--- src/rtl/serial_link_pkg.sv ---
// serial_link_pkg: definitions shared by both ends of the inter-board serial link.
//   rx_state_e        : receiver FSM state encoding
//   SERIAL_DATA_WIDTH : default data bits per frame
//   SERIAL_OVERSAMPLE : default oversample ticks per bit period
package serial_link_pkg;

  localparam int unsigned SERIAL_DATA_WIDTH = 8;
  localparam int unsigned SERIAL_OVERSAMPLE = 16;

  typedef enum logic [1:0] {
    eIdle  = 2'd0,
    eStart = 2'd1,
    eData  = 2'd2,
    eStop  = 2'd3
  } rx_state_e;

endpackage

--- src/rtl/serial_rx_sync.sv ---
// serial_rx_sync: two-flop synchronizer for asynchronous inputs; resets to all ones
// so an idle-high serial line looks idle straight out of reset.
//   clk_i : system clock
//   rst_i : synchronous active-high reset
//   d_i   : asynchronous input
//   q_o   : synchronized output
module serial_rx_sync #(
  parameter int unsigned WIDTH = 1
) (
  input  logic             clk_i,
  input  logic             rst_i,
  input  logic [WIDTH-1:0] d_i,
  output logic [WIDTH-1:0] q_o
);

  logic [WIDTH-1:0] r_meta;
  logic [WIDTH-1:0] r_sync;

  always_ff @(posedge clk_i) begin
    if (rst_i) begin
      r_meta <= '1;
      r_sync <= '1;
    end else begin
      r_meta <= d_i;
      r_sync <= r_meta;
    end
  end

  assign q_o = r_sync;

endmodule

--- src/rtl/serial_frame_receiver.sv ---
// serial_frame_receiver: recovers one asynchronous frame (start bit, DATA_WIDTH data
// bits LSB first, one stop bit) and presents it as a parallel word.
//   clk_i       : system clock
//   rst_i       : synchronous active-high reset
//   en_i        : oversample tick; FSM, counters and shifter advance only when high
//   rx_i        : asynchronous serial line, idles high
//   data_o      : last correctly framed word, held until the next good frame
//   valid_o     : one-cycle pulse when data_o updates
//   frame_err_o : one-cycle pulse when the stop bit samples low
//   busy_o      : high while a frame is in progress
module serial_frame_receiver #(
  parameter int unsigned DATA_WIDTH = serial_link_pkg::SERIAL_DATA_WIDTH,
  parameter int unsigned OVERSAMPLE = serial_link_pkg::SERIAL_OVERSAMPLE
) (
  input  logic                  clk_i,
  input  logic                  rst_i,
  input  logic                  en_i,
  input  logic                  rx_i,
  output logic [DATA_WIDTH-1:0] data_o,
  output logic                  valid_o,
  output logic                  frame_err_o,
  output logic                  busy_o
);

  import serial_link_pkg::*;

  localparam int unsigned SCNT_W = $clog2(OVERSAMPLE);
  localparam int unsigned BCNT_W = $clog2(DATA_WIDTH + 1);

  localparam logic [SCNT_W-1:0] HALF_LAST = SCNT_W'(OVERSAMPLE / 2 - 1);
  localparam logic [SCNT_W-1:0] FULL_LAST = SCNT_W'(OVERSAMPLE - 1);
  localparam logic [BCNT_W-1:0] BIT_LAST  = BCNT_W'(DATA_WIDTH);

  rx_state_e             r_state,      w_state_nxt;
  logic [SCNT_W-1:0]     r_sample_cnt, w_sample_cnt_nxt;
  logic [BCNT_W-1:0]     r_bit_cnt,    w_bit_cnt_nxt;
  logic [DATA_WIDTH-1:0] r_shift,      w_shift_nxt;
  logic [DATA_WIDTH-1:0] r_data,       w_data_nxt;
  logic                  r_valid,      w_valid_nxt;
  logic                  r_frame_err,  w_frame_err_nxt;
  logic                  r_busy;

  logic                  w_rx_s;
  logic [BCNT_W-1:0]     w_bit_inc;
  logic [DATA_WIDTH-1:0] w_shift_in;

  serial_rx_sync #(.WIDTH(1)) u_sync (
    .clk_i (clk_i),
    .rst_i (rst_i),
    .d_i   (rx_i),
    .q_o   (w_rx_s)
  );

  assign w_bit_inc  = r_bit_cnt + BCNT_W'(1);
  // New bit enters at the MSB so the first received bit ends up at the LSB.
  assign w_shift_in = DATA_WIDTH'({w_rx_s, r_shift} >> 1);

  // State and datapath registers
  always_ff @(posedge clk_i) begin
    if (rst_i) begin
      r_state      <= eIdle;
      r_sample_cnt <= '0;
      r_bit_cnt    <= '0;
      r_shift      <= '0;
      r_data       <= '0;
      r_valid      <= 1'b0;
      r_frame_err  <= 1'b0;
      r_busy       <= 1'b0;
    end else begin
      r_state      <= w_state_nxt;
      r_sample_cnt <= w_sample_cnt_nxt;
      r_bit_cnt    <= w_bit_cnt_nxt;
      r_shift      <= w_shift_nxt;
      r_data       <= w_data_nxt;
      r_valid      <= w_valid_nxt;
      r_frame_err  <= w_frame_err_nxt;
      r_busy       <= (w_state_nxt != eIdle);
    end
  end

  // Next-state and output logic; pulses default low so they last one clock only
  always_comb begin
    w_state_nxt      = r_state;
    w_sample_cnt_nxt = r_sample_cnt;
    w_bit_cnt_nxt    = r_bit_cnt;
    w_shift_nxt      = r_shift;
    w_data_nxt       = r_data;
    w_valid_nxt      = 1'b0;
    w_frame_err_nxt  = 1'b0;

    if (en_i) begin
      case (r_state)
        eIdle: begin
          if (!w_rx_s) begin
            w_state_nxt      = eStart;
            w_sample_cnt_nxt = '0;
            w_bit_cnt_nxt    = '0;
          end
        end
        eStart: begin
          if (r_sample_cnt == HALF_LAST) begin
            // Re-check mid start bit to reject glitches.
            w_state_nxt      = w_rx_s ? eIdle : eData;
            w_sample_cnt_nxt = '0;
            w_bit_cnt_nxt    = '0;
          end else begin
            w_sample_cnt_nxt = r_sample_cnt + SCNT_W'(1);
          end
        end
        eData: begin
          if (r_sample_cnt == FULL_LAST) begin
            w_shift_nxt      = w_shift_in;
            w_sample_cnt_nxt = '0;
            if (w_bit_inc == BIT_LAST) begin
              w_state_nxt   = eStop;
              w_bit_cnt_nxt = '0;
            end else begin
              w_bit_cnt_nxt = w_bit_inc;
            end
          end else begin
            w_sample_cnt_nxt = r_sample_cnt + SCNT_W'(1);
          end
        end
        eStop: begin
          if (r_sample_cnt == FULL_LAST) begin
            if (w_rx_s) begin
              w_data_nxt  = r_shift;
              w_valid_nxt = 1'b1;
            end else begin
              w_frame_err_nxt = 1'b1;
            end
            w_state_nxt      = eIdle;
            w_sample_cnt_nxt = '0;
            w_bit_cnt_nxt    = '0;
          end else begin
            w_sample_cnt_nxt = r_sample_cnt + SCNT_W'(1);
          end
        end
        default: begin
          w_state_nxt      = eIdle;
          w_sample_cnt_nxt = '0;
          w_bit_cnt_nxt    = '0;
        end
      endcase
    end
  end

  assign data_o      = r_data;
  assign valid_o     = r_valid;
  assign frame_err_o = r_frame_err;
  assign busy_o      = r_busy;

endmodule

--- config.mk ---
export PLATFORM = sky130hd
export DESIGN_NAME = serial_frame_receiver
export DESIGN_NICKNAME = d
export VERILOG_FILES = /design/src/rtl/serial_link_pkg.sv /design/src/rtl/serial_rx_sync.sv /design/src/rtl/serial_frame_receiver.sv
export SDC_FILE = /design/constraint.sdc
export NUM_CORES = 1
export LEC_CHECK = 0
export CORE_MARGIN = 2
export CORE_UTILIZATION = 59
export CTS_BUF_LIST = sky130_fd_sc_hd__clkbuf_16
export DETAILED_ROUTE_END_ITERATION = 8
export HOLD_SLACK_MARGIN = 0.12
export PLACE_DENSITY = 0.83
export SYNTH_ARGS = -nofsm -noshare
export SYNTH_HDL_FRONTEND = slang
export SYNTH_SLANG_ARGS = --single-unit
--- constraint.sdc ---
create_clock -name clk_i -period 4.8 [get_ports clk_i]
set_clock_uncertainty 0.15 [all_clocks]
set_input_delay 1.44 -clock clk_i [delete_from_list [all_inputs] [get_ports clk_i]]
set_output_delay 1.44 -clock clk_i [all_outputs]
set_load 0.05 [all_outputs]
Yosys cells after proc, flatten, opt, wreduce, memory -nomap -nowiden
Cells that the tools add are included.
{"block": "classes", "muxes": 19, "n_reduce_logical": 8, "bitwise": 3, "n_addsub": 2, "eq_ne": 10}
{"cell": "two-way mux 4 bit", "n": 7}
{"cell": "case mux 4 bit (4 select lines)", "n": 1}
{"cell": "two-way mux 2 bit", "n": 7}
{"cell": "case mux 4 bit (3 select lines)", "n": 1}
{"cell": "adder 4 x 1 -> 4 bit, second input constant", "n": 2}
{"cell": "equality test 4 bit, second input constant", "n": 2}
{"cell": "inequality test 2 bit, second input constant", "n": 4}
{"cell": "case mux 2 bit (4 select lines)", "n": 1}
{"cell": "AND reduction 5 bit", "n": 1}
{"cell": "equality test 2 bit, second input constant", "n": 2}
{"cell": "equality test 4 x 3 -> 1 bit, second input constant", "n": 1}
{"cell": "AND reduction 4 bit", "n": 1}
{"cell": "OR reduction 4 bit", "n": 1}
{"cell": "NOT 1 bit", "n": 3}
{"cell": "AND reduction 3 bit", "n": 1}
{"cell": "equality test 2 x 1 -> 1 bit, second input constant", "n": 1}
{"cell": "zero test 2 bit", "n": 1}
{"cell": "two-way mux 1 bit", "n": 2}
{"cell": "AND reduction 2 bit", "n": 1}
{"cell": "nonzero test 2 bit", "n": 1}
{"cell": "OR reduction 2 bit", "n": 1}
{"block": "word_totals", "regBits": 31, "input_bits": 4, "output_inout_bits": 11, "wordCells": 52}

Depth between registers and ports, before layout
Gate-level depths: netlist of run 1.
{"block": "logic_depth", "word_depth": 7, "ltp_mapped": 6, "mapped_depth_nobuf": 5}

Modules after synthesis
From an unflattened synthesis of run 1, not the netlist that was laid out.
{"block": "hier_totals", "hier_cells": 142, "area_unflattened_um2": 1383.8}
{"mod": "serial_frame_receiver", "seq_area_each_um2": 580.6, "cells_each": 138, "instances": 1, "area_per_inst_um2": 1331.3}
{"mod": "serial_rx_sync", "seq_area_each_um2": 40.0, "cells_each": 4, "instances": 1, "area_per_inst_um2": 52.6}

Least setup slack after synthesis of run 1
No wires, ideal clock.
{"block": "synth_timing", "kind": "input-to-reg", "start": "in en_i", "end": "reg r_busy (netlist: busy_o)", "setup_time_ns": 0.073, "t_required_ns": 4.577, "path_buffers": 0, "slack_ns": 2.283, "arrival_time_ns": 2.294, "path_stages": 4, "path_cell_list": "inv_1 -> a21o_1 -> or4_4 -> o211ai_2"}
{"block": "synth_between", "elab_chain_len": 2}
{"element": "start: declaration", "line": "serial_frame_receiver.sv:17", "text": "input logic en_i,"}
{"element": "two-way mux 2 bit", "line": "serial_frame_receiver.sv:91", "text": "if (en_i) begin"}
{"element": "nonzero test 2 bit", "line": "serial_frame_receiver.sv:77", "text": "r_busy <= (w_state_nxt != eIdle);"}
{"element": "end signal: assignment", "line": "serial_frame_receiver.sv:77"}
{"element": "end: declaration", "line": "serial_frame_receiver.sv:41", "text": "logic r_busy;"}
Every way passes these cells.
A chain may end at the register's enable or synchronous reset.

Worst setup path in the final report of run 1
Ends and elaborated chain as after synthesis.

==> summary.txt, run 1 <==
Drt
  • WL/cell: 14.69 um
  • Drt total wl: 2.806 mm
  • Initial DRT Pass Iterations: 4
  • Number of DRC markers in iteration 0: 43
  • Antenna viol nets, final: 0
  • # DRC: 0
  • Via density: 5.827
  • Routed vias: 1113

Global route
  • All-layer global routing usage: 24.58%
  • Largest net degree at the start of global routing: 19
  • Initial antenna violation count: 0
  • Global-route wire length before repair: 4.767 mm
  • Vias in the first global route: 1041
  • Global route overflow: 0

Die
  • Die Wd: 52.85 um
  • # IOs: 15
  • Die Ht: 52.85 um
  • Std-Cell Rows: 17
  • Initial Util: 63.03%
  • CORE AREA: 2233 sq um
  • Die footprint: 2793 sq um

Timing
  • Maximum clock frequency: 0.3283 GHz
  • Unrepaired setup endpoints after global routing: no
  • Slew Limit Fails: 0
  • Final setup TNS: 0 ps
  • Slew @ Worst Pin: 520.4 ps
  • Rel. slew slack: 64.41%
  • Fin crit share: 63.46%
  • Post-layout min period: 3046 ps
  • # setup viols final: 0
  • Final Hold Fails: 0

Critical path
  • Critical Path RT: 4850 ps
  • Top delay family on crit path: buffers and inverters
  • CP endpoint kind: flop
  • CP cell instances: clkdlybuf4s50_1, inv_1, a21o_1, or4_4, o211ai_2
  • CP startpoint kind: input pin
  • Critical Path AT: 3100 ps
  • Critical path peak fanout: 12
  • Buf/Inv on CP: 2
  • Critical path type: input pin to flop
  • Crit-path max cell delay: 580 ps
  • Worst-path cell with the longest stage delay: clkdlybuf4s50_1

Pwr
  • Leak: 0.5970 nW
  • Power Total: 0.0005614 W
  • Cell Pwr Density: 334.8 nW/um^2
  • IR drop worst, VDD: 0.0002894 V

Final layout
  • Multi-input gate area: 729.5 sq um
  • FF/Latch Area: 620.6 sq um
  • Final #Nets: 169
  • Area Overhead vs Synth: 19.11%
  • # fillers: 172
  • # diodes: 0
  • Most common cell after layout, fill and taps aside: dfxtp_1
  • Share of cells above drive strength 1: 9.816%
  • Most frequent cells in the layout: dfxtp_1, nor2_1, mux2i_1

Clock network
  • Worst-skew pair later-pin latency: 270 ps
  • Root Buffer: clkbuf_16
  • TritonCTS Sinks: 31
  • Bufs on Longest Clock Path: 2
  • Post-CTS Setup Repair Bufs: 0
  • Cts bufs inserted: 5
  • Clock-pin transition on the worst setup and hold timing paths: 50 ps
  • H-tree levels: 2
  • CTS tree: yes
  • Cts hold-fix bufs: 0
  • Post-CTS Resized: 0

Logic synthesis
  • Ys Warns: 0
  • Synth cell types: 43
  • FF+latch count, synth: 31
  • Syn Nets: 156
  • Syn_area_per_cell: 9.447 sq um
  • Sequential share of the synthesized area: 44.09%
  • Syn Inst Count: 149
  • Post-synthesis cell area: 1408 sq um

Placement
  • GPL Wtd Cong: 0.8314
  • # port buffers: 14
  • Hpwl dp: 1.794 mm

Run status
  • Outcome: finished, final reports clean

Hold path
  • Worst min-delay path category: flop to flop

Job
  • Number of max-cap violations: 0
## metrics by stage
stage	setup slack (ps)	hold slack [ps]	utilization, %	std cells	cell area, sq um
2_1_floorplan	2283	239.5	-	149	1408
4_1_cts	1756	271.4	75.07	191	1677
6_report	1754	270.0	75.07	191	1677
3_3_place_gp	1529	245.2	68.96	183	1540
5_1_grt	1599	290.2	75.07	191	1677
3_5_place_dp	1490	258.4	68.96	183	1540
## routing by layer
metal	part of all wire (%)	GRT usage [%]	wire length (um)	vias up
li1	-	-	-	556
met1	45	30.96	1264	517
met2	48	36.67	1351	35
met3	4.9	7.714	137	5
met4	1.8	14.10	51	0
met5	0	0	0	-
## flip-flops by register name, indices dropped and copies added, names as in the netlist
signal / count
r_sample_cnt: 4
valid_o: 1
data_o: 8
frame_err_o: 1
u_sync.q_o: 1
r_bit_cnt: 4
busy_o: 1
r_shift: 8
r_state: 2
u_sync.r_meta: 1
## logic make-up after synthesis
family	synth area share [%]
buffers and inverters	4.089
multiplexers	12.80
flip-flops	44.09
XOR/XNOR	1.245
adder cells (fa/ha/maj)	2.667
AND/OR/NAND/NOR	22.85
AO/OA/AOI/OAI	12.27
## worst reg2reg max path: cells and delay by family, from the launching register on
family,cells,cell delay [ps]
multiplexers,1,270
flip-flops,1,370
AND/OR/NAND/NOR,3,740
adder cells (fa/ha/maj),1,380
## area by class of cell
type                       count  share of cell area, %
multi-input combinational    107                  43.51
tap                           28                  2.090
clock inverter                 3                 0.6716
timing repair buffer          15                  8.806
inverter                       2                 0.4478
clock buffer                   5                  7.463
sequential                    31                  37.01
## synth_stat cells, drive strengths merged
| master | count | area [sq um] |
|---|---|---|
| dfxtp | 31 | 620.6 |
| a2111oi | 2 | 17.52 |
| o211ai | 1 | 12.51 |
| nand4b | 1 | 8.760 |
| and2 | 1 | 6.260 |
| o31ai | 1 | 7.510 |
| nor4 | 1 | 6.260 |
| nor3b | 1 | 7.510 |
| inv | 2 | 7.510 |
| nand3 | 3 | 15.01 |
| a31oi | 2 | 12.51 |
| and4 | 1 | 8.760 |
| o21ai | 7 | 35.03 |
| ha | 3 | 37.54 |
| or2 | 3 | 18.77 |
| or3 | 3 | 18.77 |
| a311oi | 1 | 8.760 |
| nor2 | 24 | 107.6 |
| mux2i | 18 | 180.2 |
| a21oi | 7 | 35.03 |
| and3 | 1 | 6.260 |
| o41a | 1 | 11.26 |
| nor3 | 3 | 15.01 |
| a22oi | 2 | 15.01 |
| or3b | 1 | 8.760 |
| clkbuf | 4 | 17.52 |
| nand3b | 2 | 27.53 |
| a21o | 1 | 7.510 |
| or4 | 1 | 11.26 |
| nand2 | 8 | 30.03 |
| xnor2 | 2 | 17.52 |
| a311o | 1 | 10.01 |
| nor2b | 2 | 12.51 |
| nand4 | 2 | 12.51 |
| buf | 5 | 32.53 |
## final timing paths
check / startpoint / endpoint / slack [ps] / cells past startpoint
worst min-delay path: u_sync.r_meta$_SDFF_PP1_ / u_sync.q_o$_SDFF_PP1_ / 270 / 1
worst min register to register: u_sync.r_meta$_SDFF_PP1_ / u_sync.q_o$_SDFF_PP1_ / 270 / 1
worst max-delay path: en_i / busy_o$_SDFF_PP0_ / 1750 / 5
worst max register to register: r_sample_cnt[0]$_SDFFE_PP0P_ / data_o[3]$_SDFFE_PP0P_ / 2760 / 5
## where the power goes
part	switching, W	internal (W)	total (W)	leakage [nW]
Sequential	0.00000169	0.000260	0.000261	0.250
Clock	0.0000988	0.000185	0.000284	0.0701
Combinational	0.00000960	0.00000616	0.0000158	0.277
Total	0.000110	0.000451	0.000561	0.597
Note: power is estimated with default switching activity, not from simulation.
==> run 2: changes to the inputs <==
- CORE_UTILIZATION: 59 -> 54
- PLACE_DENSITY: 0.83 -> 0.77
- clock period: 4.8 -> 3.15 ns (I/O delays scaled with it)
==> run 2 against run 1 <==
Against the previous run: core utilization down 7.3 points; setup slack worse by 1200 ps; hold slack worse by 9.5 ps; first-iteration DRC count down 63%; largest power group unchanged; global-route usage down 4.0 points; total power up 52%; largest cell class unchanged; combinational power up 51%; count of clock-buffer cells in the layout unchanged.
==> summary.txt, run 2 (same netlist as run 1, synthesis figures left out) <==
Global route
  • Initial antenna violation count: 0 (unchanged)
  • Largest net degree at the start of global routing: 27 (+8)
  • All-layer global routing usage: 20.53% (-4.0 points)
  • Vias in the first global route: 996 (-4.3%)
  • Global route overflow: 0 (unchanged)
  • Global-route wire length before repair: 4.236 mm (-11%)

Final layout
  • Most common cell after layout, fill and taps aside: dfxtp_1
  • Area Overhead vs Synth: 19.29%
  • Finished Core Util: 67.78% (-7.3 points)
  • # diodes: 0 (unchanged)
  • Most frequent cells in the layout: dfxtp_1, nor2_1, mux2i_1
  • Share of cells above drive strength 1: 9.816% (unchanged)
  • Final #Nets: 169 (unchanged)

Critical path
  • CP startpoint kind: input pin
  • RR Startpoint: r_sample_cnt[0]$_SDFFE_PP0P_
  • CP endpoint kind: flop
  • Critical Path RT: 3200 ps (-1650 ps)
  • Critical path peak fanout: 12 (unchanged)
  • Worst-path cell with the longest stage delay: clkdlybuf4s50_1
  • Worst Reg-to-Reg Cells: 5 (unchanged)
  • Crit. Startpoint: en_i
  • Crit-path max cell delay: 590 ps (about the same)
  • Critical Path AT: 2630 ps (-470 ps)
  • CP cell instances: clkdlybuf4s50_1, inv_1, a21o_1, or4_4, o211ai_2
  • Critical path type: input pin to flop

Die
  • Initial Util: 56.82% (-6.2 points)
  • # IOs: 15 (unchanged)
  • Die footprint: 3031 sq um (+8.5%)
  • CORE AREA: 2477 sq um (+11%)
  • Die Wd: 55.06 um (+4.2%)
  • Std-Cell Rows: 18 (+1)
  • Die Ht: 55.06 um (+4.2%)

Drt
  • # DRC: 0 (unchanged)
  • Via density: 5.741 (-1.5%)
  • Initial DRT Pass Iterations: 4 (unchanged)
  • Antenna viol nets, final: 0 (unchanged)
  • Routed vias: 1108 (-0.45%)
  • WL/cell: 13.96 um (-5.0%)
  • Number of DRC markers in iteration 0: 16 (-63%)
  • Drt total wl: 2.694 mm (-4.0%)

Placement
  • Setup WS pre-CTS: 294.0 ps (-1196 ps)
  • GPL Wtd Cong: 0.8635 (+3.9%)
  • # port buffers: 14 (unchanged)
  • Hpwl dp: 1.818 mm (+1.3%)

Clock network
  • Root Buffer: clkbuf_16
  • Cts bufs inserted: 5 (unchanged)
  • Post-CTS Setup Repair Bufs: 0 (unchanged)
  • Cts hold-fix bufs: 0 (unchanged)
  • H-tree levels: 2 (unchanged)
  • Bufs on Longest Clock Path: 2 (unchanged)
  • Worst-skew pair later-pin latency: 270 ps (about the same)
  • TritonCTS Sinks: 31 (unchanged)
  • Post-CTS Resized: 0 (unchanged)
  • Clock-pin transition on the worst setup and hold timing paths: 50 ps (about the same)
  • CTS tree: yes

Pwr
  • Internal power: 0.0006876 W (+52%)
  • Leak: 0.5970 nW (unchanged)
  • Clk pwr share: 50.6% (about the same)
  • Switching fraction of total power: 19.43% (-0.17 points)
  • Flop pwr share: 46.6% (about the same)
  • IR drop worst, VDD: 0.0005455 V (+89%)
  • Cell Pwr Density: 508.3 nW/um^2 (+52%)
  • Logic gate share of total power: 2.8% (about the same)
  • Switching pwr: 0.0001659 W (+51%)

Timing
  • Slew @ Worst Pin: 502.5 ps (-17.91 ps)
  • Slew Limit Fails: 0 (unchanged)
  • Fin crit share: 81.93%
  • Post-layout min period: 2581 ps
  • Final setup TNS: 0 ps (unchanged)
  • # setup viols final: 0 (unchanged)
  • Setup ws final: 569.4 ps (-1185 ps)
  • Rel. slew slack: 65.63% (+1.2 points)
  • Maximum clock frequency: 0.3875 GHz
  • Hold WS: 260.5 ps (-9.533 ps)
  • Final Hold Fails: 0 (unchanged)
  • Unrepaired setup endpoints after global routing: no

Hold path
  • Hold path depth: 1 (unchanged)
  • Worst Min Path Start: u_sync.r_meta$_SDFF_PP1_
  • Worst min-delay path category: flop to flop

Run status
  • Outcome: finished, final reports clean

Job
  • Number of max-cap violations: 0 (unchanged)
-- run 2: cell counts in the layout (fill, tap and decap cells not counted) --
Identical to the previous run, type by type.
-- run 2: area by class of cell --
| type | instances | area, sq um |
|---|---|---|
| inverters | 2 | 7.507 |
| fillers | 207 | 798.3 |
| repair buffers | 15 | 147.6 |
| multi-input cells | 107 | 729.5 |
| flip-flops and latches | 31 | 620.6 |
| well taps | 30 | 37.54 |
| clock buffers | 5 | 125.1 |
| clock inverters | 3 | 11.26 |
-- run 2: final timing paths --
path / end / slack (ps)
worst max-delay path: busy_o$_SDFF_PP0_ / 570
worst min-delay path: u_sync.q_o$_SDFF_PP1_ / 260
worst max register to register: data_o[1]$_SDFFE_PP0P_ / 1140
worst min register to register: u_sync.q_o$_SDFF_PP1_ / 260
-- run 2: layer usage --
metal  wire, um  global-route usage [%]  up-vias  part of all wire (%)
met3        115                   7.258        2                   4.3
met1       1172                   22.91      530                    44
met5          0                       0        -                     0
li1           -                       -      555                     -
met2       1376                   33.53       21                    51
met4         29                   12.20        0                   1.1
-- run 2: power groups by stage --
stage	Combinational, W	Sequential [W]	Clock [W]
2_1_floorplan	0.0000139	0.000407	0
3_3_place_gp	0.0000231	0.000406	0
3_5_place_dp	0.0000237	0.000406	0
4_1_cts	0.0000240	0.000398	0.000443
5_1_grt	0.0000259	0.000398	0.000455
6_report	0.0000239	0.000398	0.000432
-- run 2: critical path, delay by kind of cell --
| kind | cells | cell delay [ps] |
|---|---|---|
| buffers and inverters | 2 | 700 |
| and+or+nand+nor | 1 | 560 |
| AOI/OAI and AO/OA | 2 | 420 |
-- run 2: metrics by stage --
| step | power, W | cell area (sq um) | instances |
|---|---|---|---|
| floorplan | 0.0004208 | 1408 | 149 |
| global placement | 0.0004286 | 1543 | 185 |
| detailed placement | 0.0004292 | 1543 | 185 |
| CTS | 0.0008652 | 1679 | 193 |
| global route | 0.0008786 | 1679 | 193 |
| finish | 0.0008535 | 1679 | 193 |
==> run 3: changes to the inputs <==
- clock period: 3.15 -> 2.5 ns (I/O delays scaled with it)
==> run 3 against run 2 <==
Against the previous run: die area unchanged; clock power increased by 25%; global-route usage increased by 0.54 points; count of clock-buffer cells in the layout unchanged; critical path depth increased by 1; sequential power increased by 26%; sequential share of layout area decreased by 0.76 points; setup slack got worse by 420 ps; hold slack improved by 2.6 ps; sequential cell count unchanged; final area increased by 2.1%; combinational power increased by 40%; critical endpoint is now r_bit_cnt[3]$_SDFFE_PP0P_.
==> summary.txt, run 3 (same netlist as run 1, synthesis figures left out) <==
Drt
  • Initial DRT Pass Iterations: 4 (unchanged)
  • # DRC: 0 (unchanged)
  • Antenna viol nets, final: 0 (unchanged)
  • Top Layer Used: met4
  • Drt total wl: 2.702 mm (+0.30%)
  • Routed vias: 1110 (+0.18%)
  • WL/cell: 13.72 um (-1.7%)
  • M1 WL: 1.219 mm (+4.0%)
  • Via density: 5.635 (-1.9%)
  • Met3 wire length: 105 um (-8.7%)
  • Number of DRC markers in iteration 0: 32 (+16)
  • Met2 WL post-DR: 1.323 mm (-3.9%)

Die
  • Die footprint: 3031 sq um (unchanged)
  • Initial Util: 56.82% (unchanged)
  • Std-Cell Rows: 18 (unchanged)
  • Die Wd: 55.06 um (unchanged)
  • Die Ht: 55.06 um (unchanged)
  • # IOs: 15 (unchanged)
  • CORE AREA: 2477 sq um (unchanged)

Timing
  • Post-layout min period: 2354 ps
  • Hold WS: 263.0 ps (+2.568 ps)
  • Slew Limit Fails: 0 (unchanged)
  • Rel. slew slack: 65.05% (-0.58 points)
  • Unrepaired setup endpoints after global routing: no
  • # setup viols final: 0 (unchanged)
  • Final Hold Fails: 0 (unchanged)
  • Fin crit share: 94.18%
  • Slew @ Worst Pin: 511.0 ps (+8.484 ps)
  • Maximum clock frequency: 0.4247 GHz

Clock network
  • Post-CTS Resized: 0 (unchanged)
  • Cts bufs inserted: 5 (unchanged)
  • Root Buffer: clkbuf_16
  • Bufs on Longest Clock Path: 2 (unchanged)
  • Worst-skew pair later-pin latency: 270 ps (about the same)
  • TritonCTS Sinks: 31 (unchanged)
  • CTS tree: yes
  • Clock-pin transition on the worst setup and hold timing paths: 50 ps (about the same)
  • H-tree levels: 2 (unchanged)
  • Cts hold-fix bufs: 0 (unchanged)
  • Post-CTS Setup Repair Bufs: 0 (unchanged)

Run status
  • Outcome: finished, final reports clean

Critical path
  • Critical path peak fanout: 7 (-5)
  • CP startpoint kind: input pin
  • Critical path type: input pin to flop
  • Reg-to-reg setup timing slack: 490 ps (-650 ps)
  • Crit-path max cell delay: 580 ps (about the same)
  • RR Startpoint: r_sample_cnt[0]$_SDFFE_PP0P_
  • Most used cell, CP: a2111oi_0
  • CP cell instances: clkdlybuf4s50_1, nand3_1, a2111oi_0, buf_4, a2111oi_0, nor3_1
  • Worst reg2reg path endpoint: r_bit_cnt[3]$_SDFFE_PP0P_
  • Worst-path cell with the longest stage delay: clkdlybuf4s50_1
  • Critical Path RT: 2550 ps (-650 ps)
  • CP endpoint kind: flop
  • Worst Reg-to-Reg Cells: 6 (+1)
  • Critical Path AT: 2400 ps (-230 ps)

Final layout
  • Final #Nets: 174 (+3.0%)
  • Most common cell after layout, fill and taps aside: dfxtp_1
  • # diodes: 0 (unchanged)
  • Share of cells above drive strength 1: 13.17% (+3.4 points)
  • Final Instance Area: 1714 sq um (+2.1%)
  • Area Overhead vs Synth: 21.78%
  • Finished Core Util: 69.19% (+1.4 points)
  • Most frequent cells in the layout: dfxtp_1, nor2_1, mux2i_1

Pwr
  • Power Total: 0.001074 W (+26%)
  • Clk pwr share: 50.2% (-0.4 points)
  • Leak: 0.6175 nW (+3.4%)
  • Flop pwr share: 46.7% (about the same)
  • Switching pwr: 0.0002058 W (+24%)
  • Cell Pwr Density: 626.8 nW/um^2 (+23%)
  • Switching fraction of total power: 19.15% (-0.28 points)
  • Logic gate share of total power: 3.1% (+0.3 points)
  • Internal power: 0.0008686 W (+26%)
  • IR drop worst, VDD: 0.0006700 V (+23%)

Placement
  • Hpwl dp: 1.856 mm (+2.1%)
  • DP Area: 1580 sq um (+2.4%)
  • # port buffers: 14 (unchanged)
  • GPL Wtd Cong: 0.8736 (+1.2%)

Global route
  • Global-route wire length before repair: 4.340 mm (+2.5%)
  • Initial antenna violation count: 0 (unchanged)
  • Vias in the first global route: 965 (-3.1%)
  • All-layer global routing usage: 21.08% (+0.54 points)
  • Largest net degree at the start of global routing: 20 (-26%)
  • Global route overflow: 0 (unchanged)

Hold path
  • Worst hold endpoint: u_sync.q_o$_SDFF_PP1_
  • Worst Min Path Start: u_sync.r_meta$_SDFF_PP1_
  • Worst min-delay path category: flop to flop
  • Hold path depth: 1 (unchanged)

Job
  • Number of max-cap violations: 0 (unchanged)
-- run 3: cell count changes in the layout (fill, tap and decap cells not counted), sizes merged --
cell,change
buf,+5
inv,-1
-- run 3: cell type report --
cell class | instances | area (sq um)
Fill cell | 194 | 763.2
Multi-Input combinational cell | 107 | 729.5
Sequential cell | 31 | 620.6
Timing Repair Buffer | 20 | 185.2
Clock buffer | 5 | 125.1
Tap cell | 30 | 37.54
Clock inverter | 2 | 8.758
Inverter | 2 | 7.507
-- run 3: metal layers --
metal	vias up	track usage, %
li1	566	-
met1	526	24.54
met2	13	34.72
met3	5	7.258
met4	0	9.756
met5	-	0
-- run 3: through the flow --
stage	setup TNS, ps	cells	setup WS (ps)
5_1_grt	0	197	35.75
3_3_place_gp	-31.81	190	-31.81
6_report	0	197	145.6
4_1_cts	0	197	167.9
3_5_place_dp	-82.16	190	-79.62
2_1_floorplan	0	149	672.6
-- run 3: worst max path at each step --
stage          cells past startpoint  slack (ps)                         to  start
6_report                           6         150  r_bit_cnt[3]$_SDFFE_PP0P_   en_i
5_1_grt                            6          40  r_bit_cnt[3]$_SDFFE_PP0P_   en_i
3_5_place_dp                       6         -80  r_bit_cnt[3]$_SDFFE_PP0P_   en_i
3_3_place_gp                       6         -30  r_bit_cnt[3]$_SDFFE_PP0P_   en_i
2_1_floorplan                      4         670          busy_o$_SDFF_PP0_   en_i
4_1_cts                            6         170  r_bit_cnt[3]$_SDFFE_PP0P_   en_i
-- run 3: critical path: cells and delay by family --
kind | cells | cell delay, ps
buf+inv | 2 | 780
simple gates | 2 | 360
compound gates | 2 | 500
-- run 3: power groups by stage --
stage | Clock [W] | Combinational (W) | Sequential [W]
2_1_floorplan | 0 | 0.0000176 | 0.000513
3_3_place_gp | 0 | 0.0000330 | 0.000511
3_5_place_dp | 0 | 0.0000335 | 0.000511
4_1_cts | 0.000552 | 0.0000337 | 0.000501
5_1_grt | 0.000572 | 0.0000368 | 0.000501
6_report | 0.000539 | 0.0000334 | 0.000502
